`config.mk`:
```
export PLATFORM = sky130hd
export DESIGN_NAME = cmd_spi_slave_flat
export DESIGN_NICKNAME = d
export VERILOG_FILES = /design/src/rtl/cmd_spi_slave_if.sv /design/src/rtl/cmd_spi_slave.sv /design/src/flat_wrapper.sv
export SDC_FILE = /design/constraint.sdc
export NUM_CORES = 1
export LEC_CHECK = 0
export CAP_MARGIN = 40
export CORE_AREA = 2 2 81 122
export DETAILED_ROUTE_END_ITERATION = 16
export DIE_AREA = 0 0 83 124
export PLACE_DENSITY = 0.71
export SLEW_MARGIN = 20
export SYNTH_ARGS = -nofsm -noshare
export SYNTH_HDL_FRONTEND = slang
export SYNTH_SLANG_ARGS = --single-unit
export TNS_END_PERCENT = 50
```
`constraint.sdc`:
```
create_clock -name clk -period 1.78 [get_ports clk]
set_input_delay 0.445 -clock clk [delete_from_list [all_inputs] [get_ports clk]]
set_output_delay 0.445 -clock clk [all_outputs]
set_load 0.02 [all_outputs]
```
`src/rtl/cmd_spi_slave_if.sv`:
```
// cmd_spi_slave_if
// Host SPI link pins (mode 0) shared between the host model and the
// command decoder.
//   sck  : host SPI clock, asynchronous to clk
//   mosi : host-to-slave serial data
//   csn  : frame select, active low
//   miso : slave-to-host read data
// Modports:
//   master : host side (drives sck/mosi/csn, receives miso)
//   slave  : decoder side (receives sck/mosi/csn, drives miso)
interface cmd_spi_slave_if;
  logic sck;
  logic mosi;
  logic csn;
  logic miso;

  modport master (output sck, output mosi, output csn, input miso);
  modport slave  (input sck, input mosi, input csn, output miso);
endinterface

```
`src/rtl/cmd_spi_slave.sv`:
```
// cmd_spi_slave
// Oversampled SPI slave command decoder. Receives 24-bit host frames
// (W, addr[6:0], data[15:0], MSB first) and drives the AGC DAC and I/Q ADC
// control registers and their one-cycle load strobes. Everything runs on
// clk; the SPI pins are synchronized internally.
// Ports:
//   clk, arstn                  : system clock, async active-low reset
//   spi (slave modport)         : sck/mosi/csn in, miso out
//   fifo_wrcnt                  : status input, readable at 0x04
//   adc_i_enable, adc_q_enable  : ADC enables (CTRL 0x00)
//   agc_data, agc_load          : AGC DAC code and write strobe (0x01)
//   adc_i_ctrlword, adc_i_ldctrl: I ADC control word and strobe (0x02)
//   adc_q_ctrlword, adc_q_ldctrl: Q ADC control word and strobe (0x03)
//   frame_err                   : sticky frame-error flag, cleared by a
//                                 STATUS read
module cmd_spi_slave #(
  parameter int          SYNC_STAGES    = 2,
  parameter logic [15:0] ID_VALUE       = 16'hB5C0,
  parameter logic [11:0] AGC_RESET      = 12'h555,
  parameter logic [9:0]  ADC_CTRL_RESET = 10'b0000100100
) (
  input  logic                  clk,
  input  logic                  arstn,
  cmd_spi_slave_if.slave        spi,
  input  logic [10:0]           fifo_wrcnt,
  output logic                  adc_i_enable,
  output logic                  adc_q_enable,
  output logic [11:0]           agc_data,
  output logic                  agc_load,
  output logic [9:0]            adc_i_ctrlword,
  output logic                  adc_i_ldctrl,
  output logic [9:0]            adc_q_ctrlword,
  output logic                  adc_q_ldctrl,
  output logic                  frame_err
);

  typedef enum logic {ST_IDLE, ST_FRAME} state_t;

  state_t state, state_next;

  logic [SYNC_STAGES-1:0] sck_sync, mosi_sync, csn_sync;
  logic        sck_d, csn_d;
  logic        sck_s, mosi_s, csn_s;
  logic        sck_rise, sck_fall, csn_rise, csn_fall;
  logic        sample_bit, shift_out, frame_end;
  logic [4:0]  bit_cnt;
  logic [23:0] shreg;
  logic [15:0] tx_reg, rd_data;
  logic [6:0]  hdr_addr, cmd_addr;
  logic [15:0] cmd_data;
  logic        read_req, commit_req, err_req;

  assign sck_s    = sck_sync[SYNC_STAGES-1];
  assign mosi_s   = mosi_sync[SYNC_STAGES-1];
  assign csn_s    = csn_sync[SYNC_STAGES-1];
  assign sck_rise = sck_s & ~sck_d;
  assign sck_fall = ~sck_s & sck_d;
  assign csn_rise = csn_s & ~csn_d;
  assign csn_fall = ~csn_s & csn_d;

  // After 8 bits the header sits in the low byte; after a full frame the
  // command occupies all 24 bits.
  assign hdr_addr = shreg[6:0];
  assign cmd_addr = shreg[22:16];
  assign cmd_data = shreg[15:0];

  // Pin synchronizers plus one extra flop each on sck/csn for edge
  // detection. The csn chain resets low so that a csn held low across reset
  // never looks like a frame start; only a real high-to-low transition
  // after reset opens a frame.
  always_ff @(posedge clk or negedge arstn) begin
    if (!arstn) begin
      sck_sync  <= '0;
      mosi_sync <= '0;
      csn_sync  <= '0;
      sck_d     <= 1'b0;
      csn_d     <= 1'b0;
    end else begin
      sck_sync  <= {sck_sync[SYNC_STAGES-2:0], spi.sck};
      mosi_sync <= {mosi_sync[SYNC_STAGES-2:0], spi.mosi};
      csn_sync  <= {csn_sync[SYNC_STAGES-2:0], spi.csn};
      sck_d     <= sck_s;
      csn_d     <= csn_s;
    end
  end

  // Frame state register.
  always_ff @(posedge clk or negedge arstn) begin
    if (!arstn) state <= ST_IDLE;
    else        state <= state_next;
  end

  // A frame is open only between a seen csn fall and the following csn
  // rise; sck activity outside an open frame is ignored.
  always_comb begin
    state_next = state;
    sample_bit = 1'b0;
    shift_out  = 1'b0;
    frame_end  = 1'b0;
    if (csn_fall) begin
      state_next = ST_FRAME;
    end else if (state == ST_FRAME) begin
      if (csn_rise) begin
        state_next = ST_IDLE;
        frame_end  = 1'b1;
      end else begin
        sample_bit = sck_rise;
        shift_out  = sck_fall;
      end
    end
  end

  // Receive shift register and saturating bit counter.
  always_ff @(posedge clk or negedge arstn) begin
    if (!arstn) begin
      bit_cnt <= 5'd0;
      shreg   <= 24'd0;
    end else if (csn_fall) begin
      bit_cnt <= 5'd0;
      shreg   <= 24'd0;
    end else if (sample_bit) begin
      shreg <= {shreg[22:0], mosi_s};
      if (bit_cnt != 5'd25) bit_cnt <= bit_cnt + 5'd1;
    end
  end

  // Requests registered one cycle after the triggering event. A read is
  // requested when the 8th bit lands and the W bit (already in shreg[6])
  // is 0.
  always_ff @(posedge clk or negedge arstn) begin
    if (!arstn) begin
      read_req   <= 1'b0;
      commit_req <= 1'b0;
      err_req    <= 1'b0;
    end else begin
      read_req   <= sample_bit && (bit_cnt == 5'd7) && !shreg[6];
      commit_req <= frame_end && (bit_cnt == 5'd24) && shreg[23];
      err_req    <= frame_end && (bit_cnt != 5'd24) && (bit_cnt != 5'd0);
    end
  end

  // Read-back mux; unused bits and unmapped addresses read as zero.
  always_comb begin
    rd_data = 16'd0;
    case (hdr_addr)
      7'h00:   rd_data = {14'd0, adc_q_enable, adc_i_enable};
      7'h01:   rd_data = {4'd0, agc_data};
      7'h02:   rd_data = {6'd0, adc_i_ctrlword};
      7'h03:   rd_data = {6'd0, adc_q_ctrlword};
      7'h04:   rd_data = {frame_err, 4'd0, fifo_wrcnt};
      7'h7F:   rd_data = ID_VALUE;
      default: rd_data = 16'd0;
    endcase
  end

  // Transmit path: tx_reg is cleared at frame start, so miso carries zeros
  // through the header until the read value is latched; each synchronized
  // sck fall then moves the next bit onto miso.
  always_ff @(posedge clk or negedge arstn) begin
    if (!arstn) begin
      tx_reg   <= 16'd0;
      spi.miso <= 1'b0;
    end else begin
      if (csn_fall)       tx_reg <= 16'd0;
      else if (read_req)  tx_reg <= rd_data;
      else if (shift_out) tx_reg <= {tx_reg[14:0], 1'b0};

      if (state != ST_FRAME || frame_end) spi.miso <= 1'b0;
      else if (shift_out)                 spi.miso <= tx_reg[15];
    end
  end

  // Control registers, load strobes and the sticky frame error. The error
  // set takes priority over a STATUS-read clear landing in the same cycle.
  always_ff @(posedge clk or negedge arstn) begin
    if (!arstn) begin
      adc_i_enable   <= 1'b0;
      adc_q_enable   <= 1'b0;
      agc_data       <= AGC_RESET;
      adc_i_ctrlword <= ADC_CTRL_RESET;
      adc_q_ctrlword <= ADC_CTRL_RESET;
      agc_load       <= 1'b0;
      adc_i_ldctrl   <= 1'b0;
      adc_q_ldctrl   <= 1'b0;
      frame_err      <= 1'b0;
    end else begin
      agc_load     <= 1'b0;
      adc_i_ldctrl <= 1'b0;
      adc_q_ldctrl <= 1'b0;
      if (commit_req) begin
        case (cmd_addr)
          7'h00: begin
            adc_i_enable <= cmd_data[0];
            adc_q_enable <= cmd_data[1];
          end
          7'h01: begin
            agc_data <= cmd_data[11:0];
            agc_load <= 1'b1;
          end
          7'h02: begin
            adc_i_ctrlword <= cmd_data[9:0];
            adc_i_ldctrl   <= 1'b1;
          end
          7'h03: begin
            adc_q_ctrlword <= cmd_data[9:0];
            adc_q_ldctrl   <= 1'b1;
          end
          default: ;
        endcase
      end
      if (err_req)                               frame_err <= 1'b1;
      else if (read_req && (hdr_addr == 7'h04))  frame_err <= 1'b0;
    end
  end

endmodule
```
`src/flat_wrapper.sv`:
```
// flat-port wrapper written by rule: the top's interface ports become plain ports
module cmd_spi_slave_flat 
#(
  parameter int          SYNC_STAGES    = 2,
  parameter logic [15:0] ID_VALUE       = 16'hB5C0,
  parameter logic [11:0] AGC_RESET      = 12'h555,
  parameter logic [9:0]  ADC_CTRL_RESET = 10'b0000100100
)
  (clk, arstn, fifo_wrcnt, adc_i_enable, adc_q_enable, agc_data, agc_load, adc_i_ctrlword, adc_i_ldctrl, adc_q_ctrlword, adc_q_ldctrl, frame_err, spi_sck, spi_mosi, spi_csn, spi_miso);
  cmd_spi_slave_if spi_i ();
  input  logic clk;
  input  logic arstn;
  input  logic [10:0] fifo_wrcnt;
  output logic adc_i_enable;
  output logic adc_q_enable;
  output logic [11:0] agc_data;
  output logic agc_load;
  output logic [9:0] adc_i_ctrlword;
  output logic adc_i_ldctrl;
  output logic [9:0] adc_q_ctrlword;
  output logic adc_q_ldctrl;
  output logic frame_err;
  input wire logic [$bits(spi_i.sck)-1:0] spi_sck;
  input wire logic [$bits(spi_i.mosi)-1:0] spi_mosi;
  input wire logic [$bits(spi_i.csn)-1:0] spi_csn;
  output wire logic [$bits(spi_i.miso)-1:0] spi_miso;
  assign spi_i.sck = spi_sck;
  assign spi_i.mosi = spi_mosi;
  assign spi_i.csn = spi_csn;
  assign spi_miso = spi_i.miso;
  cmd_spi_slave #(.SYNC_STAGES(SYNC_STAGES), .ID_VALUE(ID_VALUE), .AGC_RESET(AGC_RESET), .ADC_CTRL_RESET(ADC_CTRL_RESET)) u_core (.clk(clk), .arstn(arstn), .spi(spi_i), .fifo_wrcnt(fifo_wrcnt), .adc_i_enable(adc_i_enable), .adc_q_enable(adc_q_enable), .agc_data(agc_data), .agc_load(agc_load), .adc_i_ctrlword(adc_i_ctrlword), .adc_i_ldctrl(adc_i_ldctrl), .adc_q_ctrlword(adc_q_ctrlword), .adc_q_ldctrl(adc_q_ldctrl), .frame_err(frame_err));
endmodule
```
==> key figures <==
Status
  – Outcome: finished, violations left
  – Failing checks: setup timing

GRT
  – GRT overflow: 0
  – Initial antenna violation count: 0
  – Routing usage on met2: 0.390
  – Global-route wire length before repair: ~18 mm
  – Total GRT Usage: 0.220
  – Met1 usage: 0.262
  – Largest net degree at the start of global routing: slightly below 100
  – Met3 Use GR: 0.0490
  – Most crowded layer after global routing: met2
  – Vias in the first global route: roughly 3,500

Timing
  – Setup Viol. Count Final: 26
  – Post-layout worst setup margin: -55.7 ps
  – Slew Limit Fails: 0
  – Least-Margin Pin Slew: between 500 and 600 ps
  – Final worst-path cycle share: 1.03
  – Final min period: between 1500 and 2000 ps
  – Hold Vio Cnt, Final: 0
  – F_max: about 0.54 GHz
  – RSZ-0062 raised after global routing: yes
  – Slew HR: 0.657
  – Final Skew: between 6 and 7 ps

Final layout
  – Synth-to-Final Area Change: 25.0%
  – Max reg flops: 24
  – Non-Filler Instances: approximately 600
  – Most frequent cells in the layout: 84 x dfrtp_1, 50 x nand2_1, 33 x nor2_1, 33 x dlygate4sd2_1, 28 x a21oi_1
  – Most common cell after layout, fill and taps aside: dfrtp_1
  – Layout cell share with drive strength beyond 1: 0.221
  – Net count, final: around 500
  – FF/Latch Area: between 2000 and 2500 µm²
  – Area of the multi-input gates: about 2000 µm²
  – # diodes: 0
  – Fillcell total: 730

Setup path
  – Critical path startpoint category: flip-flop
  – Crit Path Max Fanout: 13
  – Setup CP Type: reg -> reg
  – Crit path DAT: ~2100 ps
  – CP required: between 2000 and 2500 ps
  – Crit. End Element: flip-flop

Clock tree
  – Reg clk slew, reported paths: approximately 70 ps
  – CTS Buf Count: 9
  – # H-tree levels: 3
  – Bufs on Longest Clock Path: 2
  – Worst-skew pair later-pin latency: roughly 350 ps
  – CTS Sinks: 96
  – CTS Root Cell: clkbuf_16
  – CTS tree: yes
  – Hold_buf cts: 0

Route
  – 1st-pass router iterations: 4
  – Via/cell ratio: 5.66
  – # DRC: 0
  – DR WL/cell: between 15 and 20 µm
  – Starting DRT DRC Count: 185
  – Post-DRT Antenna Nets: 0
  – Via count: between 3,000 and 4,000
  – Final WL: between 10 and 15 mm

Logic synthesis
  – Top cells by area, synth: dfrtp_1 48%, mux2_4 9.0%, dfstp_2 5.8%
  – Yosys warns: 0
  – Post-synthesis cell count: between 400 and 500
  – Synth Flop Type: dfrtp_1
  – Syn_nets: around 430
  – Flops & latches, synth: 96
  – Library cells used by synthesis: 55
  – Top cell type by total area after synthesis: dfrtp_1
  – Sequential area share after synthesis: 0.535
  – EDFF count, synth: 0
  – Synth top area share: 0.476
  – Ys async rst share: 1.00
  – Post-synthesis area per instance: approximately 11 µm²
  – Post-Syn Area: 4520 µm²

Hold path
  – Hold WC Path Type: in -> async

Pwr
  – Leak: 2.74 nW
  – Maximum vdd drop: ~0.0005 V
  – Tot Pwr: about 4.5 mW
  – Power Density: 795 nW/µm²

Floorplanning
  – Std-Cell Core Area: 9200 µm²
  – Die area: a little over 10,000 µm²
  – Die H: between 100 and 150 µm
  – Initial Util: 0.491
  – Die Width: 83 µm
  – Num rows: 43
  – I/O Pins: between 50 and 60

Place
  – I/O Buffers: 54
  – Final GP Congestion: 0.908
  – DP Wirelength: ~7.3 mm
  – # placed instances: 580

Run
  – Max-cap violations: 0
## stage by stage
| step | setup TNS, ps | instance area, µm² | hold WS (ps) | utilization | setup slack [ps] |
|---|---|---|---|---|---|
| floorplan | 0 | 4520 | 149 | - | 32.9 |
| global placement | -72.4 | 5370 | 331 | 0.584 | -14.1 |
| detailed placement | -637 | 5370 | 335 | 0.584 | -57.8 |
| CTS | -896 | 5630 | 163 | 0.612 | -66.2 |
| global route | -1930 | 5650 | 167 | 0.614 | -102 |
| finish | -670 | 5650 | 122 | 0.614 | -55.7 |
## area by class of cell
| type | instances | area share |
|---|---|---|
| Sequential cell | 96 | 0.428 |
| Multi-Input combinational cell | 276 | 0.347 |
| Timing Repair Buffer | 85 | 0.141 |
| Clock buffer | 12 | 0.0472 |
| Tap cell | 112 | 0.0248 |
| Inverter | 11 | 0.00731 |
| Clock inverter | 4 | 0.00465 |
## logic make-up after synthesis
| family | count (synthesis) | synth area share |
|---|---|---|
| simple gates | 142 | 0.155 |
| mux | 50 | 0.145 |
| xor+xnor | 4 | 0.00776 |
| flops | 96 | 0.535 |
| buf+inv | 35 | 0.0360 |
| compound gates | 76 | 0.111 |
| fa+ha+maj | 4 | 0.0105 |
## what timing repair did
item / CTS / global route
setup buffers: 0 / 0
endpoints found under the setup margin: 63 / 38
gates resized for setup: 34 / 5
## layer usage
| metal | routed length, µm | up-vias | share of wire |
|---|---|---|---|
| li1 | - | 1595 | - |
| met4 | 295 | 0 | 0.028 |
| met3 | 423 | 19 | 0.040 |
| met5 | 0 | - | 0 |
| met1 | 4330 | 1677 | 0.41 |
| met2 | 5490 | 84 | 0.52 |
## critical path, stage by stage (launching register included)
cell and delay (ps):
dfrtp_1 390, or4_4 560, nor2_4 160, nand3b_4 250
mux2_4 370
## synth_stat cells, drive strengths merged (3+ instances only)
cell,n
a31oi,6
mux2,34
o21ai,8
inv,11
nor3b,3
nor2b,4
a221oi,3
xnor2,3
nand2,50
nand4,4
nand3,22
nand2b,5
mux2i,15
nor3,5
dfrtp,86
nand3b,4
buf,12
a21oi,28
or2,3
o22ai,6
dfstp,10
o2bb2ai,5
a32o,4
clkbuf,12
nor4,3
o32ai,5
ha,3
nor2,35
## final timing paths
check                           slack, ps  depth (start not counted)                from            endpoint
worst max-delay path                  -60                          4    u_core.shreg[21]  u_core.agc_data[7]
worst min-delay path                  120                          2               arstn    u_core.shreg[11]
worst max register to register        -60                          4    u_core.shreg[21]  u_core.agc_data[7]
worst min register to register        350                          0  u_core.csn_sync[0]  u_core.csn_sync[1]
max in group asynchronous            1240                          2               arstn     u_core.shreg[0]
min in group clk                      350                          0  u_core.csn_sync[0]  u_core.csn_sync[1]
## report_power, final
part / switching, mW / internal (mW) / total [mW]
Sequential: 0.0523 / 2.24 / 2.29
Clock: 0.812 / 1.06 / 1.87
Combinational: 0.193 / 0.134 / 0.327
Total: 1.06 / 3.43 / 4.49
(Power assumes the default switching activity.)
==> variant 1: new RTL, config.mk and constraints unchanged <==
Register the output `adc_q_ctrlword` once more, with the module's reset; this adds one clock of latency there. The other outputs are not delayed to match.
--- a/src/rtl/cmd_spi_slave.sv
+++ b/src/rtl/cmd_spi_slave.sv
@@ -37,4 +37,6 @@
   typedef enum logic {ST_IDLE, ST_FRAME} state_t;
 
+  logic [9:0] adc_q_ctrlword_s0;
+
   state_t state, state_next;
 
@@ -147,5 +149,5 @@
       7'h01:   rd_data = {4'd0, agc_data};
       7'h02:   rd_data = {6'd0, adc_i_ctrlword};
-      7'h03:   rd_data = {6'd0, adc_q_ctrlword};
+      7'h03:   rd_data = {6'd0, adc_q_ctrlword_s0};
       7'h04:   rd_data = {frame_err, 4'd0, fifo_wrcnt};
       7'h7F:   rd_data = ID_VALUE;
@@ -179,5 +181,5 @@
       agc_data       <= AGC_RESET;
       adc_i_ctrlword <= ADC_CTRL_RESET;
-      adc_q_ctrlword <= ADC_CTRL_RESET;
+      adc_q_ctrlword_s0 <= ADC_CTRL_RESET;
       agc_load       <= 1'b0;
       adc_i_ldctrl   <= 1'b0;
@@ -203,5 +205,5 @@
           end
           7'h03: begin
-            adc_q_ctrlword <= cmd_data[9:0];
+            adc_q_ctrlword_s0 <= cmd_data[9:0];
             adc_q_ldctrl   <= 1'b1;
           end
@@ -214,3 +216,11 @@
   end
 
+  always_ff @(posedge clk or negedge arstn) begin
+    if (!arstn) begin
+      adc_q_ctrlword <= '0;
+    end else begin
+      adc_q_ctrlword <= adc_q_ctrlword_s0;
+    end
+  end
+
 endmodule
Check against the original RTL: not equivalent (Yosys sat finds a counterexample within 4 cycles, from zero or initial values and one cycle with arstn low).
==> variant 1 against the original RTL <==
The flow still finishes with violations (setup timing); wire length decreased by 3.8%; first-iteration DRC count decreased by 16%; setup slack improved by 0.0017 ns; final cell count decreased by 11%; global-route usage decreased by 1.3 points; power increased by 6.6%; sequential power increased by 8.7%; synthesized area increased by 0.22%; core utilization increased by 0.64 points; sequential cell count increased by 10; worst hold slack improved by 0.22 ns; maximum frequency about the same; design area increased by 1.0%.
==> variant 1: results (changes against the original RTL) <==
pre-CTS WS=-0.0677 ns (-0.00999 ns); Synth area leaders=dfrtp_1 53%, mux2_4 9.0%, dfstp_2 5.8%; vias in the first global route=3104 (-10%); Pleak=2.81 nW (+2.7%); Hold Path Sink=u_core.sck_sync[1]$_DFF_PN0_; # setup viols final=29 (+12%); first-pass GRT wire length=16200 microns (-7.9%); total power=4.79 mW (+6.6%); RR Endpoint=u_core.adc_i_ctrlword[1]$_DFFE_PN0P_; crit path to=u_core.adc_i_ctrlword[1]$_DFFE_PN0P_; total wire length=10100 microns (-3.8%); Switching Power=1.07 mW (+1.5%); sequential element share of the synthesized area=0.589 (+0.0541); clock power share=0.410 (-0.007); post-synth net total=357 (-16%); placed wire-length estimate=7040 microns (-3.6%); peak supply drop=0.000605 V (+18%); most frequent cells after synthesis=96 x dfrtp_1, 27 x a22o_1, 27 x mux2_4; Layout Nets=434 (-13%); violated checks=setup timing; initial DRC count=155 (-16%); Synth cell types=48 (-13%); final hold slack=0.347 ns (+0.225 ns); CP max FO=5 (-8); worst setup margin=-0.0540 ns (+0.00168 ns); Hold WC Path Type=flop to flop; fraction of layout cells with a size suffix above 1=0.236 (+0.0146); Slew HR=0.647 (-0.00981); GRT Total Usage=0.207 (-0.0130); outcome=finished with violations; DR vias=3037 (-10%); routability cong.=0.808 (-11%); worst r2r path cells=5 (+1); largest net degree at the start of global routing=41 (-58%)
-- variant 1: cell count changes in the layout (fill, tap and decap cells not counted), sizes merged, moves of 6 or more --
cell and change:
a22oi +12, o21ai +12, o22ai -6, o22a +8, dlygate4sd2 -8, clkdlybuf4s50 +10
a21oi -22, nand2 -40, nand3 -18, a22o +26, nor2 -31, dfrtp +10
-- variant 1: cell type report --
type / count / area, sq um
timing repair buffer: 86 / 820
clock buffer: 12 / 246
inverter: 9 / 33.8
tap: 112 / 140
sequential: 106 / 2670
fill: 704 / 3500
multi-input combinational: 203 / 1750
clock inverter: 4 / 51.3
-- variant 1: timing repair --
item	CTS	global route
buffers inserted	0	2
setup endpoints to repair	52	60
gates cloned	1	0
hold buffers	1	0
resized for setup	26	4
endpoints found under the hold margin	13	0
pin swaps	0	0
-- variant 1: cells by family after synthesis --
kind of cell             Yosys count  synth area share
buffers and inverters             30            0.0312
adder cells (fa/ha/maj)            3           0.00829
multiplexers                      49             0.140
AND/OR/NAND/NOR                   59            0.0832
AO/OA/AOI/OAI                     90             0.146
flip-flops                       106             0.589
XOR/XNOR                           1           0.00194
-- variant 1: per-layer routing --
layer  GRT usage  share of wire  vias to the layer above
met2       0.351           0.51                       73
met4      0.0902          0.026                        0
met3      0.0570          0.036                       18
met5           0              0                        -
li1            -              -                     1414
met1       0.250           0.43                     1532
-- variant 1: worst max-delay path, delay by kind of cell, from the launching register on --
kind	cells	cell delay, ns
buf+inv	1	0.18
flops	1	0.38
mux	1	0.29
simple gates	3	0.87
-- variant 1: per-stage QoR --
step | TNS, ns | cells
finish | -0.911 | 532
global route | -2.94 | 532
CTS | -1.59 | 530
detailed placement | -0.625 | 512
global placement | -0.257 | 512
floorplan | 0 | 338
==> variant 2: new RTL, same flow settings <==
Without the edit above. `SYNC_STAGES` is set to 2 in 2 places; all go to 4.
--- a/src/rtl/cmd_spi_slave.sv
+++ b/src/rtl/cmd_spi_slave.sv
@@ -15,5 +15,5 @@
 //                                 STATUS read
 module cmd_spi_slave #(
-  parameter int          SYNC_STAGES    = 2,
+  parameter int          SYNC_STAGES    = 4,
   parameter logic [15:0] ID_VALUE       = 16'hB5C0,
   parameter logic [11:0] AGC_RESET      = 12'h555,
--- a/src/flat_wrapper.sv
+++ b/src/flat_wrapper.sv
@@ -2,5 +2,5 @@
 module cmd_spi_slave_flat 
 #(
-  parameter int          SYNC_STAGES    = 2,
+  parameter int          SYNC_STAGES    = 4,
   parameter logic [15:0] ID_VALUE       = 16'hB5C0,
   parameter logic [11:0] AGC_RESET      = 12'h555,
Formal check against the unedited RTL: not equivalent (a bounded check fails within 10 cycles, from zero or initial values and one cycle with arstn low).
==> variant 2 against the original RTL <==
The run still ends with setup timing left; setup slack better by 0.0044 ns; power up 3.6%; final cell count up 0.84%; sequential power up 7%; wire length up 3.0%; design area up 3.0%; critical path depth unchanged; sequential cell count up 6; synthesized area up 3.9%.
==> variant 2: results (changes against the original RTL) <==
Final Skew=0.00574 ns (-0.000973 ns); Root Driver=clkbuf_16; Pleak=2.83 nW (+3.4%); worst r2r path cells=4 (unchanged); DR vias=3475 (+3.0%); # setup viols final=24 (-7.7%); iteration count of the initial detailed-routing pass=4 (unchanged); max reg flops=24 (unchanged); grt met2 use=0.392 (+0.00202); clock latency on the worst-skew pair=0.34 ns; Port Buf Inserts=54 (unchanged); Placed Area=5550 sq um (+3.3%); Slew HR=0.672 (+0.0151); violated checks=setup timing; pre-CTS WS=-0.0541 ns (+0.00363 ns); Worst path max stage delay=0.55 ns; fraction of layout cells with a size suffix above 1=0.217 (-0.00431); GRT Total Usage=0.226 (+0.00598); peak supply drop=0.000572 V (+12%); clk buf depth=2 (unchanged); worst setup margin=-0.0513 ns (+0.00436 ns); initial DRC count=291 (+57%); Final TNS setup=-0.544 ns (+0.126 ns); Synth cell types=58 (+5.5%); largest net degree at the start of global routing=38 (-61%); met3 routed WL=525 microns (+24%); Finished Layout Cells=601 (+0.84%); syn_area_per_cell=11.4 sq um (+2.4%); post-synth net total=432 (+1.4%); Layout Nets=503 (+1.0%); outcome=finished with violations; Slowest-stage cell, CP=or4_4; Hold WC Path Type=input port to asynchronous set/reset pin; met3 Use GR=0.0384 (-0.0106); number of synthesized flops with an enable pin=0 (unchanged); wire length on met2=5700 microns (+4.0%); most frequent cells after synthesis=92 x dfrtp_1, 61 x nand2_1, 35 x a21oi_1; grt met1 use=0.280 (+0.0181); delay-heaviest family, CP=simple AND/OR/NAND/NOR gates; fraction of registers with async set/reset=1.00 (unchanged); WP data arrival=2.06 ns; Synth area leaders=dfrtp_1 49%, mux2_4 8.6%, dfstp_2 5.6%; initial antenna violation count=0 (unchanged); Yosys warning count=0 (unchanged); CTS Buf Count=9 (unchanged); placed cells=584 (+0.69%); first-pass GRT wire length=18100 microns (+2.7%); placed wire-length estimate=7770 microns (+6.5%); routability cong.=0.814 (-10%); H-tree levels=3 (unchanged); vias in the first global route=3443 (-0.55%); wl on met1=4350 microns (+0.35%); sequential element share of the synthesized area=0.547 (+0.0119); Avg WL per Cell=18.1 microns (+2.2%); CP max FO=13 (unchanged)
## variant 2: what timing repair did
action,CTS,global route
setup buffers,0,1
resized for setup,35,5
setup endpoints to repair,63,41
## variant 2: cell families after synthesis
| family | synth area share |
|---|---|
| xor gates and xnor gates | 0.00933 |
| and+or+nand+nor | 0.127 |
| adders and majority gates | 0.0101 |
| muxes | 0.134 |
| buffers and inverters | 0.0384 |
| DFF | 0.547 |
| AOI/OAI and AO/OA | 0.135 |
## variant 2: worst paths after layout
check	from	endpoint	slack, ns
worst max-delay path	u_core.shreg[21]$_DFFE_PN0P_	u_core.agc_data[7]$_DFFE_PN0P_	-0.05
max in group asynchronous	arstn	u_core.adc_i_ctrlword[5]$_DFFE_PN1P_	1.14
worst min register to register	u_core.csn_sync[1]$_DFF_PN0_	u_core.csn_sync[2]$_DFF_PN0_	0.35
worst min-delay path	arstn	u_core.shreg[17]$_DFFE_PN0P_	0.05
min in group clk	u_core.csn_sync[1]$_DFF_PN0_	u_core.csn_sync[2]$_DFF_PN0_	0.35
worst max register to register	u_core.shreg[21]$_DFFE_PN0P_	u_core.agc_data[7]$_DFFE_PN0P_	-0.05
## variant 2: where the power goes
part / switching (mW) / internal, mW / leakage (nW)
sequential: 0.0596 / 2.39 / 1.34
combinational: 0.203 / 0.156 / 1.35
clock: 0.823 / 1.02 / 0.138
total: 1.09 / 3.57 / 2.83
## variant 2: final cells by class
| type | instances | area, sq um |
|---|---|---|
| fillers | 760 | 3380 |
| flip-flops and latches | 102 | 2570 |
| multi-input cells | 272 | 1970 |
| repair buffers | 86 | 813 |
| clock buffers | 12 | 256 |
| well taps | 112 | 140 |
| inverters | 13 | 48.8 |
| clock inverters | 4 | 22.5 |
